File: src/rtl/bg_pkg.sv
// Shared constants, types and address helper for the background tile fetch path.
package bg_pkg;

    localparam int TILE_COLS      = 20;
    localparam int TILE_ROWS      = 15;
    localparam int TILE_PX        = 32;
    localparam int TILES_PER_ROOM = 300;
    localparam int CODE_W         = 2;
    localparam int ROOM_W         = 2;
    localparam int MAP_AW         = 11;
    localparam int COL_W          = 5;
    localparam int ROW_W          = 4;

    typedef logic [CODE_W-1:0] tile_code_t;

    typedef enum tile_code_t {
        TILE_FLOOR = 2'd0,
        TILE_WALL  = 2'd1
    } tile_kind_t;

    typedef enum logic [1:0] {
        IDLE  = 2'd0,
        FETCH = 2'd1,
        LAST  = 2'd2
    } fetch_state_t;

    // Tile-map address of column 0 of a given row within a room.
    function automatic logic [MAP_AW-1:0] map_base(input logic [ROOM_W-1:0] room,
                                                   input logic [ROW_W-1:0]  row);
        return MAP_AW'(room) * MAP_AW'(TILES_PER_ROOM) + MAP_AW'(row) * MAP_AW'(TILE_COLS);
    endfunction

endpackage

File: src/rtl/bg_tile_fetcher_line_buffer.sv
// One tile row of codes: synchronous write and clear, asynchronous read.
module tile_line_buffer
    import bg_pkg::*;
(
    input  logic             clk,
    input  logic             clr,
    input  logic             wr_en,
    input  logic [COL_W-1:0] wr_col,
    input  tile_code_t       wr_data,
    input  logic [COL_W-1:0] rd_col,
    output tile_code_t       rd_data
);

    tile_code_t mem [TILE_COLS];

    // Clear has priority so nothing in flight can land after a reset.
    always_ff @(posedge clk) begin
        if (clr) begin
            for (int i = 0; i < TILE_COLS; i++) begin
                mem[i] <= '0;
            end
        end else if (wr_en && (wr_col < COL_W'(TILE_COLS))) begin
            mem[wr_col] <= wr_data;
        end
    end

    // Columns past the last tile read as floor.
    always_comb begin
        rd_data = '0;
        if (rd_col < COL_W'(TILE_COLS)) begin
            rd_data = mem[rd_col];
        end else begin
            rd_data = '0;
        end
    end

endmodule

File: src/rtl/bg_tile_fetcher.sv
// Per-scanline background tile fetcher: loads one tile row from the map RAM
// during hblank and serves the per-pixel tile code during active video.
module bg_tile_fetcher
    import bg_pkg::*;
(
    input  logic              Clk,
    input  logic              Reset,
    input  logic              frame_start,
    input  logic              line_start,
    input  logic [9:0]        DrawX,
    input  logic [9:0]        DrawY,
    input  logic [ROOM_W-1:0] room_sel,
    output logic [MAP_AW-1:0] map_addr,
    output logic              map_rd,
    input  tile_code_t        map_data,
    output tile_code_t        tile_code,
    output logic              tile_valid,
    output logic              busy,
    output logic              overrun,
    output logic [ROOM_W-1:0] room_active
);

    localparam logic [COL_W-1:0] LAST_COL = COL_W'(TILE_COLS - 1);

    fetch_state_t      state;
    logic [COL_W-1:0]  col;
    logic [COL_W-1:0]  wr_col;
    logic              wr_en;
    logic              fetch_req;
    logic [ROW_W-1:0]  fetch_row;
    logic [ROOM_W-1:0] fetch_room;
    tile_code_t        rd_data;

    // Rows 1..14 are fetched on the last line of the preceding tile row (DrawY = 32r-1).
    always_comb begin
        fetch_req  = line_start && (DrawY[4:0] == 5'd31) && (DrawY[9:5] < 5'd14);
        fetch_row  = DrawY[8:5] + 4'd1;
        fetch_room = frame_start ? room_sel : room_active;
    end

    // Fetch sequencer; wr_en/wr_col trail map_rd/col by one cycle to meet the RAM latency.
    always_ff @(posedge Clk) begin
        if (Reset) begin
            state       <= IDLE;
            map_rd      <= 1'b0;
            map_addr    <= '0;
            col         <= '0;
            busy        <= 1'b0;
            overrun     <= 1'b0;
            room_active <= '0;
            wr_en       <= 1'b0;
            wr_col      <= '0;
        end else begin
            wr_en  <= map_rd;
            wr_col <= col;
            if (frame_start) begin
                room_active <= room_sel;
            end
            if (line_start && busy) begin
                overrun <= 1'b1;
            end
            case (state)
                IDLE: begin
                    if (fetch_req) begin
                        state    <= FETCH;
                        map_rd   <= 1'b1;
                        map_addr <= map_base(fetch_room, fetch_row);
                        col      <= '0;
                        busy     <= 1'b1;
                    end
                end
                FETCH: begin
                    if (col == LAST_COL) begin
                        state  <= LAST;
                        map_rd <= 1'b0;
                    end else begin
                        col      <= col + 5'd1;
                        map_addr <= map_addr + 11'd1;
                    end
                end
                LAST: begin
                    state <= IDLE;
                    busy  <= 1'b0;
                end
                default: begin
                    state  <= IDLE;
                    map_rd <= 1'b0;
                    busy   <= 1'b0;
                end
            endcase
        end
    end

    tile_line_buffer u_line_buffer (
        .clk     (Clk),
        .clr     (Reset),
        .wr_en   (wr_en),
        .wr_col  (wr_col),
        .wr_data (map_data),
        .rd_col  (DrawX[9:5]),
        .rd_data (rd_data)
    );

    // Active tile area excludes the status-bar row and everything outside 640x480.
    always_comb begin
        tile_valid = (DrawY >= 10'(TILE_PX)) && (DrawY < 10'(TILE_ROWS * TILE_PX)) &&
                     (DrawX < 10'(TILE_COLS * TILE_PX));
        tile_code  = tile_valid ? rd_data : '0;
    end

endmodule

File: config.mk
export PLATFORM = sky130hd
export DESIGN_NAME = bg_tile_fetcher
export DESIGN_NICKNAME = d
export VERILOG_FILES = /design/src/rtl/bg_pkg.sv /design/src/rtl/bg_tile_fetcher_line_buffer.sv /design/src/rtl/bg_tile_fetcher.sv
export SDC_FILE = /design/constraint.sdc
export NUM_CORES = 1
export LEC_CHECK = 0
export CAP_MARGIN = 20
export CORE_ASPECT_RATIO = 0.6
export CORE_MARGIN = 4
export CORE_UTILIZATION = 60
export DETAILED_ROUTE_END_ITERATION = 8
export PLACE_DENSITY = 0.85
export SLEW_MARGIN = 15
export SYNTH_ARGS = -nofsm -noshare
export SYNTH_HDL_FRONTEND = slang
export SYNTH_HIERARCHICAL = 1
export SYNTH_SLANG_ARGS = --single-unit
File: constraint.sdc
create_clock -name Clk -period 8.6 [get_ports Clk]
set_input_delay 2.15 -clock Clk [delete_from_list [all_inputs] [get_ports Clk]]
set_output_delay 2.15 -clock Clk [all_outputs]
set_load 0.02 [all_outputs]
==> Implementation_results.wiki <==
{| class="wikitable"
! Metric !! Value
|-
| Cell row count || 22
|-
| Launch instance of the worst register-to-register path || room_active[1]
|-
| Highest fanout seen on the critical path || 11
|-
| Post-cts gate resize count || 0
|-
| Most crowded layer after global routing || met1
|-
| Slowest-stage cell, CP || sky130_fd_sc_hd__clkdlybuf4s50_1
|-
| Remaining antenna violation count after routing || 0
|-
| Final setup skew || 0.008847 ns
|-
| Crit-path most repeated cell || sky130_fd_sc_hd__clkdlybuf4s50_1
|-
| Layout cells sized above 1 || 0.1172
|-
| First drt pass iteration count || 6
|-
| Count of antenna diodes in the layout || 0
|-
| Die Wd || 113.7 microns
|-
| Most common library cell in the layout ignoring fill and taps || sky130_fd_sc_hd__nor2_1
|-
| Maximum resistive drop on vdd || 0.1001 mV
|-
| Antenna violations before repair || 0
|-
| Number of buffers and inverters on the critical path || 2
|-
| Number of buffers inserted to repair setup after CTS || 0
|-
| Syn. warnings || 6
|-
| Critical setup path kind || in -> out
|-
| Vias in the first global route || 2898
|-
| Average cell area after synthesis || 10.15 sq um
|-
| Post-synthesis sequential area ratio || 0.4433
|-
| CTS tree || yes
|-
| Total number of H-tree levels || 3
|-
| Total I/O pin count || 47
|-
| Cell count along the critical path || 6
|-
| Final clock period utilization by the worst path || 0.7823
|-
| WP data arrival || ~4.6 ns
|-
| Unrepaired setup endpoints after global routing || no
|-
| Kind of cell adding the most delay to the critical path || buffers and inverters
|-
| Core ar. || between 6000 and 7000 sq um
|-
| Quantity of I/O buffers inserted on ports || 41
|-
| Total wirelength of the detailed-routed design || 9018 microns
|-
| Mapped Nets || about 450
|-
| Global routing usage on met3 || 0.06835
|-
| Synth Instances || 396
|-
| Hold Crit Start || overrun
|-
| Final-report max-slew violation count || 0
|-
| Leakage power || 0.001758 uW
|-
| Final net count || 479
|-
| Vertical extent of the die || 71.40 microns
|-
| Number of library cell types mapped by synthesis || 57
|-
| Critical path endpoint category || output port
|-
| Top achievable clock speed || roughly 150 MHz
|-
| Register-to-Register Path Depth || 11
|-
| Total negative slack for setup checks || 0 ns
|-
| Clock transition time at the flip-flop clock pins of the worst setup and hold paths || approximately 0.080 ns
|-
| GR Util met2 || 0.3281
|-
| Core occupancy in the finished layout || 0.7374
|-
| Global Route Usage Sum || 0.2315
|-
| Crit start category || primary input
|-
| Post-synth design cell area || between 4000 and 5000 sq um
|-
| Die footprint || ~8100 sq um
|-
| Number of synthesized flops with an enable pin || 40
|-
| Skew-Pair Late Insertion Delay || 0.34 ns
|-
| Initial drt markers || 381
|-
| Placer congestion estimate || between 0.8 and 0.9
|-
| Status || completed
|-
| Number of buffers inserted during clock tree synthesis || 9
|-
| Fraction of registers with async set/reset || 0
|-
| Clock root cell || sky130_fd_sc_hd__clkbuf_8
|-
| Endpoint of the worst hold-timing path || overrun
|-
| Hold Worst Slack || 0.4743 ns
|-
| Most used cells in the layout excluding fill and tap cells || 49 x sky130_fd_sc_hd__nor2_1, 42 x sky130_fd_sc_hd__and2_1, 41 x sky130_fd_sc_hd__clkdlybuf4s50_1
|-
| Hold path depth || 2
|-
| Detail Placement HPWL || 6450 microns
|-
| Register bit count reported by yosys || roughly 70
|-
| Pwr/cell area || about 170 nW/um^2
|-
| Number of buffers inserted by hold repair at cts || 0
|-
| Average wire per cell in the routed design || ~17 microns
|-
| Starting density of the core || 0.6376
|-
| Largest incremental delay on the critical path || about 0.84 ns
|-
| Area added between synthesis and finish || 15.66%
|-
| Path type of the worst min-delay path || reg -> reg
|-
| Post-DR vias/cell || approximately 5.9
|-
| Max-slew headroom at the worst pin || 0.5067
|-
| Max Root-Sink Buffers || 2
|-
| Worst-path cell chain || clkdlybuf4s50_1 > mux4_1 > mux2i_1 > o211ai_1 > and2_1 > clkdlybuf4s50_1
|-
| Fin crit period || between 6 and 7 ns
|-
| Capture point of the worst reg-to-reg path || map_addr[7]
|-
| Global-route wire length before repair || 14540 microns
|-
| DR vias || ~3000
|-
| Data required time of the critical path || 6.45 ns
|-
| Cell area reported after detailed placement || 4434 sq um
|-
| Met1 GRT Util || 0.3463
|-
| Flop-to-flop setup slack || 5.79 ns
|-
| Finished layout cell area || 4648 sq um
|-
| Max-capacitance violation count || 0
|-
| Most common flop cell mapped by yosys || sky130_fd_sc_hd__edfxtp_1
|-
| Slew at the pin with the worst max-slew slack || 0.7377 ns
|-
| Maximum number of pins on one net before global-route repair || 50
|-
| Congestion Overflow GR || 0
|-
| Number of remaining DRC errors || 0
|-
| Number of hold-slack violations in the final timing report || 0
|-
| TritonCTS Sinks || a little under 70
|-
| Final setup viols || 0
|}
==> worst max path at each step <==
stage	start	to	slack (ns)
6_report	DrawX[5]	tile_code[1]	1.87
5_1_grt	DrawX[6]	tile_code[0]	1.73
4_1_cts	DrawX[5]	tile_code[1]	1.86
3_5_place_dp	DrawX[5]	tile_code[1]	1.86
3_3_place_gp	DrawX[6]	tile_code[0]	1.96
2_1_floorplan	DrawX[8]	tile_code[0]	3.22
==> state kept, by name, summed over array words and instances (netlist names) <==
register,count
wr_col,5
col,5
state,2
u_line_buffer/mem,40
wr_en,1
busy,1
room_active,2
overrun,1
map_rd,1
map_addr,11
==> area by class of cell <==
class                           instances  area (sq um)
Inverter                               13         48.80
Multi-Input combinational cell        295          2081
Sequential cell                        69          1782
Clock inverter                          7         90.09
Clock buffer                            9         123.9
Timing Repair Buffer                   42         417.9
Tap cell                               84         105.1
Fill cell                             436          1655
==> per-layer routing <==
| layer | part of all wire | up-vias |
|---|---|---|
| li1 | - | 1471 |
| met1 | 0.47 | 1447 |
| met2 | 0.41 | 155 |
| met3 | 0.11 | 13 |
| met4 | 0.011 | 0 |
| met5 | 0 | - |
==> tightest hold or removal path, delay by kind of cell (launching register included) <==
| family | cells | cell delay (ns) |
|---|---|---|
| AO/OA/AOI/OAI | 1 | 0.04 |
| flip-flops | 1 | 0.34 |
| AND/OR/NAND/NOR | 1 | 0.07 |
==> Yosys cell counts, drive strengths merged, types with 2 or more instances <==
master   n  share of area
fa       2          0.010
nand2b   7          0.013
a31oi    2         0.0031
a22oi    4         0.0075
nand4b   2         0.0044
inv     13          0.012
buf      9          0.017
edfxtp  40           0.30
mux2i   14          0.035
o211ai   4         0.0075
clkbuf  10         0.0093
or2     20          0.031
xor2     6          0.013
o21ai   12          0.015
nor2b   10          0.016
dfxtp   29           0.14
nor2    49          0.046
ha      19          0.059
nor3b    5          0.012
nand4    6         0.0093
a211oi   2         0.0037
a21oi   22          0.032
and4     2         0.0044
mux4     6          0.036
and2    42          0.065
nor4     4         0.0078
nand2   16          0.015
nor3     8          0.012
nand3    9          0.011
or3      4         0.0062
a311oi   2         0.0044
a41o     2         0.0053
xnor2    2         0.0044
==> logic make-up (layout without fill, tap and decap cells) <==
kind of cell	after synthesis	count (layout)	share of synthesized area
AOI/OAI and AO/OA	56	56	0.09465
xor gates and xnor gates	8	8	0.01744
adders and majority gates	21	21	0.06912
buffers and inverters	32	71	0.03892
DFF	69	69	0.4433
muxes	20	20	0.07129
and+or+nand+nor	190	190	0.2653
==> power breakdown <==
part           internal (uW)  leakage, uW  switching (uW)
Sequential               358     0.000625            3.89
Clock                    162     0.000107             126
Combinational           52.0      0.00103            67.7
==> per-stage QoR <==
stage          cells  total power (uW)  worst slack, ns
2_1_floorplan    396             444.3            3.223
3_5_place_dp     503             484.5            1.864
4_1_cts          519             770.5            1.863
3_3_place_gp     503             479.2            1.963
6_report         519             768.7            1.872
5_1_grt          519             799.5            1.735
Note: power is estimated with default switching activity, not from simulation.
